<file path="src/rtl/div_pkg.sv">
// Shared definitions for the restoring divider.
// Contents: default operand width, iteration-counter width helper,
// and the FSM state encoding used by restoring_divider.
package div_pkg;

  localparam int DEF_WIDTH = 8;

  // Counter wide enough to hold 0..w.
  function automatic int cnt_w(input int w);
    return $clog2(w + 1);
  endfunction

  localparam int CNT_W = cnt_w(DEF_WIDTH);

  typedef enum logic [1:0] {
    IDLE = 2'd0,
    RUN  = 2'd1,
    DONE = 2'd2
  } state_t;

endpackage

</file>
<file path="src/rtl/ripple_subtractor.sv">
// Purely combinational N-bit subtractor built from a chain of full-adder
// cells: diff = a + ~b + 1.
// Ports:
//   a      in  N  minuend
//   b      in  N  subtrahend
//   diff   out N  a - b (modulo 2^N)
//   borrow out 1  1 when a < b (inverted carry-out of the chain)
module ripple_subtractor #(
  parameter int N = 9
) (
  input  logic [N-1:0] a,
  input  logic [N-1:0] b,
  output logic [N-1:0] diff,
  output logic         borrow
);

  logic [N:0]   w_carry;
  logic [N-1:0] w_b_n;

  assign w_b_n      = ~b;
  assign w_carry[0] = 1'b1;  // the +1 of two's-complement negation

  for (genvar i = 0; i < N; i++) begin : g_fa
    assign diff[i]      = a[i] ^ w_b_n[i] ^ w_carry[i];
    assign w_carry[i+1] = (a[i] & w_b_n[i]) | (a[i] & w_carry[i]) |
                          (w_b_n[i] & w_carry[i]);
  end

  assign borrow = ~w_carry[N];

endmodule

</file>
<file path="src/rtl/restoring_divider.sv">
// Multi-cycle unsigned restoring divider, one quotient bit per clock.
//
// Handshake: a request is accepted on a rising edge where start=1 and
// busy=0 (state IDLE). Once accepted, busy stays high until the cycle
// after the one-cycle done pulse; start is ignored (not queued) while
// busy=1. Results are valid when done=1 and stay held until the next
// accepted request reaches its DONE state.
//
// Ports:
//   clk, rst     clock, async active-high reset
//   start        request, sampled only when busy=0
//   dividend     numerator, captured on accept
//   divisor      denominator, captured on accept
//   busy         operation in progress (state != IDLE)
//   done         one-cycle result-valid pulse
//   quotient     result quotient (all ones on divide-by-zero)
//   remainder    result remainder (dividend on divide-by-zero)
//   div_by_zero  captured divisor was zero; held with the results
//   dbg_state    current FSM state for observation
module restoring_divider
  import div_pkg::*;
#(
  parameter int WIDTH = DEF_WIDTH
) (
  input  logic             clk,
  input  logic             rst,
  input  logic             start,
  input  logic [WIDTH-1:0] dividend,
  input  logic [WIDTH-1:0] divisor,
  output logic             busy,
  output logic             done,
  output logic [WIDTH-1:0] quotient,
  output logic [WIDTH-1:0] remainder,
  output logic             div_by_zero,
  output state_t           dbg_state
);

  localparam int CW = cnt_w(WIDTH);

  state_t           r_state;
  state_t           w_next_state;
  logic [WIDTH-1:0] r_d;
  logic [WIDTH-1:0] r_q;
  logic [WIDTH:0]   r_r;
  logic [CW-1:0]    r_cnt;
  logic [WIDTH-1:0] r_quot;
  logic [WIDTH-1:0] r_rem;
  logic             r_dbz;

  logic [WIDTH:0]   w_rs;
  logic [WIDTH:0]   w_t;
  logic             w_borrow;
  logic [WIDTH:0]   w_r_next;
  logic [WIDTH-1:0] w_q_next;
  logic             w_last;
  logic             w_accept;
  logic             w_unused;

  // Shift in the next dividend bit, then trial-subtract the divisor.
  assign w_rs = {r_r[WIDTH-1:0], r_q[WIDTH-1]};

  ripple_subtractor #(.N(WIDTH + 1)) u_sub (
    .a      (w_rs),
    .b      ({1'b0, r_d}),
    .diff   (w_t),
    .borrow (w_borrow)
  );

  // Restore on borrow: keep the shifted value and record a 0 quotient bit.
  assign w_r_next = w_borrow ? w_rs : w_t;
  assign w_q_next = {r_q[WIDTH-2:0], ~w_borrow};
  assign w_last   = (r_cnt == CW'(WIDTH - 1));
  assign w_accept = (r_state == IDLE) && start;

  // Partial remainder stays below the divisor, so its top bit never feeds back.
  assign w_unused = r_r[WIDTH];

  always_comb begin
    w_next_state = r_state;
    case (r_state)
      IDLE: if (start) w_next_state = (divisor == '0) ? DONE : RUN;
      RUN:  if (w_last) w_next_state = DONE;
      DONE: w_next_state = IDLE;
      default: w_next_state = IDLE;
    endcase
  end

  always_ff @(posedge clk or posedge rst) begin
    if (rst) begin
      r_state <= IDLE;
    end else begin
      r_state <= w_next_state;
    end
  end

  always_ff @(posedge clk or posedge rst) begin
    if (rst) begin
      r_d    <= '0;
      r_q    <= '0;
      r_r    <= '0;
      r_cnt  <= '0;
      r_quot <= '0;
      r_rem  <= '0;
      r_dbz  <= 1'b0;
    end else begin
      if (w_accept) begin
        r_d   <= divisor;
        r_q   <= dividend;
        r_r   <= '0;
        r_cnt <= '0;
        if (divisor == '0) begin
          r_quot <= '1;
          r_rem  <= dividend;
          r_dbz  <= 1'b1;
        end
      end else if (r_state == RUN) begin
        r_r   <= w_r_next;
        r_q   <= w_q_next;
        r_cnt <= r_cnt + 1'b1;
        if (w_last) begin
          r_quot <= w_q_next;
          r_rem  <= w_r_next[WIDTH-1:0];
          r_dbz  <= 1'b0;
        end
      end
    end
  end

  assign busy        = (r_state != IDLE);
  assign done        = (r_state == DONE);
  assign quotient    = r_quot;
  assign remainder   = r_rem;
  assign div_by_zero = r_dbz;
  assign dbg_state   = r_state;

endmodule

</file>
<file path="config.mk">
export PLATFORM = sky130hd
export DESIGN_NAME = restoring_divider
export DESIGN_NICKNAME = d
export VERILOG_FILES = /design/src/rtl/div_pkg.sv /design/src/rtl/ripple_subtractor.sv /design/src/rtl/restoring_divider.sv
export SDC_FILE = /design/constraint.sdc
export NUM_CORES = 1
export LEC_CHECK = 0
export CAP_MARGIN = 25
export CORE_MARGIN = 2
export CORE_UTILIZATION = 35
export CTS_CLUSTER_SIZE = 12
export DETAILED_ROUTE_END_ITERATION = 10
export HOLD_SLACK_MARGIN = 0.06
export PLACE_DENSITY = 0.66
export REMOVE_ABC_BUFFERS = 1
export SYNTH_ARGS = -nofsm -noshare
export SYNTH_HDL_FRONTEND = slang
export SYNTH_SLANG_ARGS = --single-unit
</file>
<file path="constraint.sdc">
create_clock -name clk -period 4.7 [get_ports clk]
set_clock_uncertainty 0.1 [all_clocks]
set_input_delay 0.94 -clock clk [delete_from_list [all_inputs] [get_ports clk]]
set_output_delay 0.94 -clock clk [all_outputs]
set_load 0.01 [all_outputs]
</file>
==> results of run 1 <==
## cells by family after synthesis
family | after synthesis
buf+inv | 21
simple gates | 56
flops | 47
fa+ha+maj | 9
compound gates | 43
mux | 24
## synth_stat cells
library cell	count	area share, %
o21ai_4	1	0.72
nand3_1	4	0.88
or2_1	1	0.28
a22o_1	1	0.39
buf_6	3	1.5
o21ai_0	21	4.6
o311ai_0	1	0.39
buf_4	2	0.66
fa_1	7	6.2
and3b_1	1	0.39
inv_1	11	1.8
nand2_1	25	4.1
nand4_1	1	0.28
o32a_2	1	0.50
a211oi_1	2	0.66
clkbuf_1	1	0.16
nor4_1	2	0.55
a221o_1	1	0.44
ha_1	2	1.1
dfrtp_1	47	52
nand2_4	1	0.50
a21oi_1	4	0.88
nor3_1	4	0.88
o21ai_1	1	0.22
nand2b_1	1	0.28
buf_2	4	0.88
nor3b_4	1	0.83
a22oi_1	2	0.66
mux2_2	22	11
o21a_1	1	0.33
nor2b_1	1	0.28
o22a_1	7	2.7
nor2_1	13	2.1
mux2i_1	2	0.88
nor2b_2	1	0.39
## metal layers
| metal | vias up | routed length, um | global-route usage [%] |
|---|---|---|---|
| li1 | 772 | - | - |
| met1 | 842 | 2240 | 19.9 |
| met2 | 37 | 2200 | 21.2 |
| met3 | 5 | 248 | 3.54 |
| met4 | 0 | 69 | 4.76 |
| met5 | - | 0 | 0 |
## sequential cells by signal (all words and copies together), names as in the netlist
| signal | cells |
|---|---|
| dbg_state | 2 |
| r_q | 8 |
| remainder | 8 |
| r_d | 8 |
| r_cnt | 4 |
| r_r | 8 |
| div_by_zero | 1 |
| quotient | 8 |
## critical path: stages, from the launching register on
cell and delay, ps:
dfrtp_1 400, ha_1 210, fa_1 380, fa_1 400, fa_1 390, fa_1 390, fa_1 400, fa_1 360
inv_1 70, fa_1 190, or2_1 270, a21oi_1 160, mux2_2 280, mux2_2 260
## power by group through the flow
stage / combinational (mW) / clock (mW) / sequential, mW
after global placement: 1.16 / 0 / 0.768
after CTS: 1.20 / 0.359 / 0.765
after detailed placement: 1.19 / 0 / 0.772
after floorplan: 0.748 / 0 / 0.774
after global routing: 1.34 / 0.378 / 0.789
final: 1.19 / 0.354 / 0.762
## layout by cell type (no fill, tap or decap), drive strengths merged
cell type,instances
a22oi,2
mux2,22
dfrtp,47
nor3b,1
or2,1
a21oi,4
o32a,1
o311ai,1
a211oi,2
nor2,13
nand2,26
o21ai,23
fa,7
buf,5
nor4,2
nand2b,1
o21a,1
nor2b,2
nand3,4
ha,2
nand4,1
and3b,1
mux2i,2
clkbuf,5
a221o,1
o22a,7
inv,11
clkinvlp,1
nor3,4
bufinv,2
clkdlybuf4s50,39
a22o,1
## worst paths after layout
path / from / to / slack, ps / cells past startpoint
worst max-delay path: r_d[0]$_DFFE_PP0P_ / remainder[0]$_DFFE_PP0P_ / 330 / 13
worst min-delay path: r_cnt[3]$_DFFE_PP0P_ / r_cnt[3]$_DFFE_PP0P_ / 390 / 1
worst max register to register: r_d[0]$_DFFE_PP0P_ / remainder[0]$_DFFE_PP0P_ / 330 / 13
worst min register to register: r_cnt[3]$_DFFE_PP0P_ / r_cnt[3]$_DFFE_PP0P_ / 390 / 1
max in group asynchronous: rst / r_d[3]$_DFFE_PP0P_ / 3360 / 3
min in group asynchronous: rst / r_r[3]$_DFFE_PP0P_ / 710 / 2
## area by class of cell
class / instances / area, um^2 / share of cell area (%)
sequential: 47 / 1180 / 40.9
multi-input combinational: 132 / 985 / 34.2
clock buffer: 5 / 68.8 / 2.39
timing repair buffer: 44 / 440 / 15.3
inverter: 11 / 41.3 / 1.44
clock inverter: 3 / 67.6 / 2.35
tap: 77 / 96.3 / 3.35
==> metrics.cfg, run 1 <==
[pwr]
comb_power_share_pct = 51.6
seqPwrFrac_pct = 33.0
intPower_mw = 1.43
power.switching_mw = 0.874
ir_drop_mv = 0.306
p_sw_share_pct = 37.9
p_per_area_mw_per_mm2 = 802
cellLeakagePower_nw = 1.20
power_mw = 2.31
p_clk_share_pct = 15.3

[detailed_routing]
vias = 1656
drc = 0
via_per_inst = 5.19
post_drt_wl_per_cell_um = 14.9
drt_wl_total_mm = 4.76
dr.pass1.iters = 4
drtIter0Drc = 86
ant_nets = 0

[clocking]
postCtsHoldBufs = 0
path_clk_slew_ps = 90
cts-root-buf = clkbuf_8
cts_setup_buffers = 0
cts_buffers = 5
numClockSinks = 47
insertion_delay_ps = 310
tritoncts = yes
clock_tree.buffer_depth = 2
cts_htree_levels = 2
ctsResizeCount = 0

[timing]
whs_ps = 392
relSlewSlack_pct = 57.9
worst_slew_pin_slew_ps = 630
tns_ps = 0
fmax_ghz = 0.229
hold_violations = 0
setup_violations = 0
period_share_pct = 92.9
final.min_clock_period_ps = 4370
fin_ws_ps = 333
slew_violations = 0
rsz0062_at_grt = false

[worst_setup_path]
end_kind = register
worstPathArrival_ps = 4470
critical_path_required_ps = 4800
path_max_fanout = 8
crit_path_start_kind = register
worstSetupPathType = register to register

[final_layout]
final_cell_area_mm2 = 0.00288
drive_above_1_share_pct = 16.9
diodes = 0
fin_cells = 319
final_util_pct = 45.5
area_growth_pct = 26.4
fin_nets = 269
fillCellCount = 616

[floorplan]
initial_utilization_pct = 36.0
boundaryPins = 40
fp.dieArea_mm2 = 0.00716
core_area_mm2 = 0.00631
die_y_um = 84.6
die_x_um = 84.6
num_rows = 29

[grt]
grt_overflow = 0
grt_pass1_wl_mm = 8.03
groute.usage.overall_pct = 14.1
first_global_vias = 1571
grt_max_degree = 48
antenna_found_initial = 0

[run_status]
status = finished, final reports clean

[job]
maxCapViolations = 0

[yosys]
postSynthAreaPerCell_um2 = 11.4
synth.distinct_cells = 35
synthMuxAreaShare_pct = 11.8
synthesis.area_mm2 = 0.00227
synthXorXnorAreaFrac_pct = 0
synth_simple_gate_area_share_pct = 11.8
synth_compound_area_share_pct = 12.5
postSynthCellCount = 200
ys_seq_elements = 47
synth_top_family_by_area = compound AO/OA/AOI/OAI gates
yosysWarnings = 0
synth_fa_ha_area_share_pct = 7.26
yosysSeqAreaShare_pct = 51.7

[placement]
placed_cells = 310
io_buffer_count = 39
place_congestion = 0.784
placed_area_mm2 = 0.00272
pre_cts_ws_ps = 337
dp.final_hpwl_mm = 3.42

[hold_path]
min_path_type = register to register

Note: power is estimated with default switching activity, not from simulation.
==> run 2: changes to the inputs <==
--- a/config.mk
+++ b/config.mk
@@ -10,8 +10,9 @@
 export CORE_UTILIZATION = 35
 export CTS_CLUSTER_SIZE = 12
 export DETAILED_ROUTE_END_ITERATION = 10
+export DONT_BUFFER_PORTS = 1
 export HOLD_SLACK_MARGIN = 0.06
-export PLACE_DENSITY = 0.66
+export PLACE_DENSITY = 0.58
 export REMOVE_ABC_BUFFERS = 1
 export SYNTH_ARGS = -nofsm -noshare
 export SYNTH_HDL_FRONTEND = slang
==> run 2 against run 1 <==
Effect of this change: global-route usage down 0.23 points; combinational power down 21%; wire length down 3.5%; die area unchanged; core utilization down 6.6 points.
==> metrics.cfg, run 2 (synthesized netlist as in run 1, its figures left out) <==
[detailed_routing]
via_per_inst = 5.38  ; +3.6%
post_drt_wl_per_cell_um = 16.5  ; +10%
drtIter0Drc = 109  ; +27%
drc = 0  ; unchanged
ant_nets = 0  ; unchanged
dr.pass1.iters = 4  ; unchanged
vias = 1501  ; -9.4%
drt_wl_total_mm = 4.60  ; -3.5%

[final_layout]
fin_nets = 229  ; -15%
area_growth_pct = 8.09
drive_above_1_share_pct = 19.8  ; +2.9 points
diodes = 0  ; unchanged
layout_common_cells = 47 x dfrtp_1, 25 x nand2_1, 22 x mux2_2
final_common_cell = dfrtp_1

[placement]
io_buffer_count = 0  ; -100%
place_congestion = 0.847  ; +8.0%
dp.final_hpwl_mm = 3.31  ; -3.4%
pre_cts_ws_ps = 367  ; +30.7 ps

[pwr]
p_per_area_mw_per_mm2 = 839  ; +4.7%
ir_drop_mv = 0.348  ; +14%
cellLeakagePower_nw = 1.04  ; -13%

[worst_setup_path]
rr_startpoint = r_d[0]$_DFFE_PP0P_
critical_path_required_ps = 4780  ; -20 ps
r2r-end = remainder[0]$_DFFE_PP0P_
worstSetupPathType = register to register
path_cells = ha_1, fa_1, fa_1, fa_1, fa_1, fa_1, fa_1, inv_1, fa_1, or2_1, a21oi_1, mux2_2, mux2_2
r2r_slack_ps = 380  ; +50 ps
path_max_fanout = 8  ; unchanged
cp_top_family = adder cells
crit_buf_inv = 1  ; unchanged
cpMostUsedCell = fa_1
worstPathArrival_ps = 4400  ; -70 ps
reg2reg_depth = 13  ; unchanged
end_kind = register
critPathMaxStageDelay_ps = 400  ; about the same
crit_path_top_delay_cell = dfrtp_1
crit_path_start_kind = register

[timing]
fin_ws_ps = 379  ; +45.8 ps
period_share_pct = 91.9  ; -0.98 points
slew_violations = 0  ; unchanged
final.min_clock_period_ps = 4320  ; -45.8 ps
hold_violations = 0  ; unchanged
tns_ps = 0  ; unchanged
fmax_ghz = 0.231  ; +1.1%
worst_slew_pin_slew_ps = 660  ; +29.9 ps
rsz0062_at_grt = false
relSlewSlack_pct = 55.9  ; -2.0 points
setup_violations = 0  ; unchanged

[clocking]
clock_tree.buffer_depth = 2  ; unchanged
path_clk_slew_ps = 90  ; about the same
insertion_delay_ps = 300  ; about the same
ctsResizeCount = 0  ; unchanged
numClockSinks = 47  ; unchanged
cts-root-buf = clkbuf_8
cts_htree_levels = 2  ; unchanged
postCtsHoldBufs = 0  ; unchanged
cts_setup_buffers = 0  ; unchanged
tritoncts = yes
cts_buffers = 5  ; unchanged

[hold_path]
min_path_type = register to register
min_from = r_cnt[3]$_DFFE_PP0P_
hold_end = r_cnt[3]$_DFFE_PP0P_
holdPathStages = 1  ; unchanged

[grt]
groute.usage.overall_pct = 13.8  ; -0.23 points
antenna_found_initial = 0  ; unchanged
first_global_vias = 1522  ; -3.1%
grt_pass1_wl_mm = 7.83  ; -2.5%
grt_overflow = 0  ; unchanged
grt_max_degree = 48  ; unchanged

[floorplan]
initial_utilization_pct = 36.0  ; unchanged
boundaryPins = 40  ; unchanged
core_area_mm2 = 0.00631  ; unchanged
die_y_um = 84.6  ; unchanged
fp.dieArea_mm2 = 0.00716  ; unchanged
num_rows = 29  ; unchanged
die_x_um = 84.6  ; unchanged

[run_status]
status = finished, final reports clean

[job]
maxCapViolations = 0  ; unchanged

run 2: cell types whose count changed in the layout (fill, tap and decap cells not counted), sizes merged:
cell / before / now
clkinvlp: 1 / 0
clkbuf: 5 / 6
clkdlybuf4s50: 39 / 0
clkinv: 0 / 1
buf: 5 / 4
bufinv: 2 / 1
run 2: worst max-delay path by stage:
| stage | startpoint | endpoint | slack [ps] | depth (start not counted) |
|---|---|---|---|---|
| finish | r_d[0]$_DFFE_PP0P_ | remainder[0]$_DFFE_PP0P_ | 380 | 13 |
| global route | r_q[7]$_DFFE_PP0P_ | remainder[5]$_DFFE_PP0P_ | 140 | 14 |
| CTS | r_d[0]$_DFFE_PP0P_ | remainder[6]$_DFFE_PP0P_ | 370 | 13 |
| detailed placement | r_d[0]$_DFFE_PP0P_ | remainder[6]$_DFFE_PP0P_ | 370 | 13 |
| global placement | r_d[0]$_DFFE_PP0P_ | remainder[6]$_DFFE_PP0P_ | 460 | 13 |
| floorplan | r_d[0]$_DFFE_PP0P_ | remainder[0]$_DFFE_PP0P_ | 490 | 13 |
run 2: area by class of cell:
type                    instances  area [um^2]
flip-flops and latches         47         1180
well taps                      77         96.3
repair buffers                  4         42.5
multi-input cells             132          985
inverters                      11         41.3
clock inverters                 2         35.0
fillers                       663         3850
clock buffers                   6         82.6
run 2: power breakdown:
part / total [mW] / internal, mW / switching (mW)
Combinational: 0.938 / 0.451 / 0.487
Clock: 0.309 / 0.172 / 0.137
Sequential: 0.816 / 0.615 / 0.201
run 2: per-layer routing:
metal	share of wire [%]	routed length, um	vias to the layer above	track usage (%)
li1	-	-	697	-
met1	47	2160	752	20.0
met2	44	2020	48	20.2
met3	8.0	366	4	4.62
met4	1.1	50	0	3.46
met5	0	0	-	0
run 2: metrics by stage:
stage | hold WS, ps | instances | power, mW | cell area, um^2 | utilization, %
after global routing | 422 | 279 | 2.27 | 2460 | 38.9
after CTS | 402 | 278 | 2.09 | 2440 | 38.6
after floorplan | 350 | 190 | 1.52 | 2200 | -
after global placement | 372 | 270 | 1.76 | 2320 | 36.8
final | 413 | 279 | 2.06 | 2460 | 38.9
after detailed placement | 389 | 270 | 1.77 | 2320 | 36.8
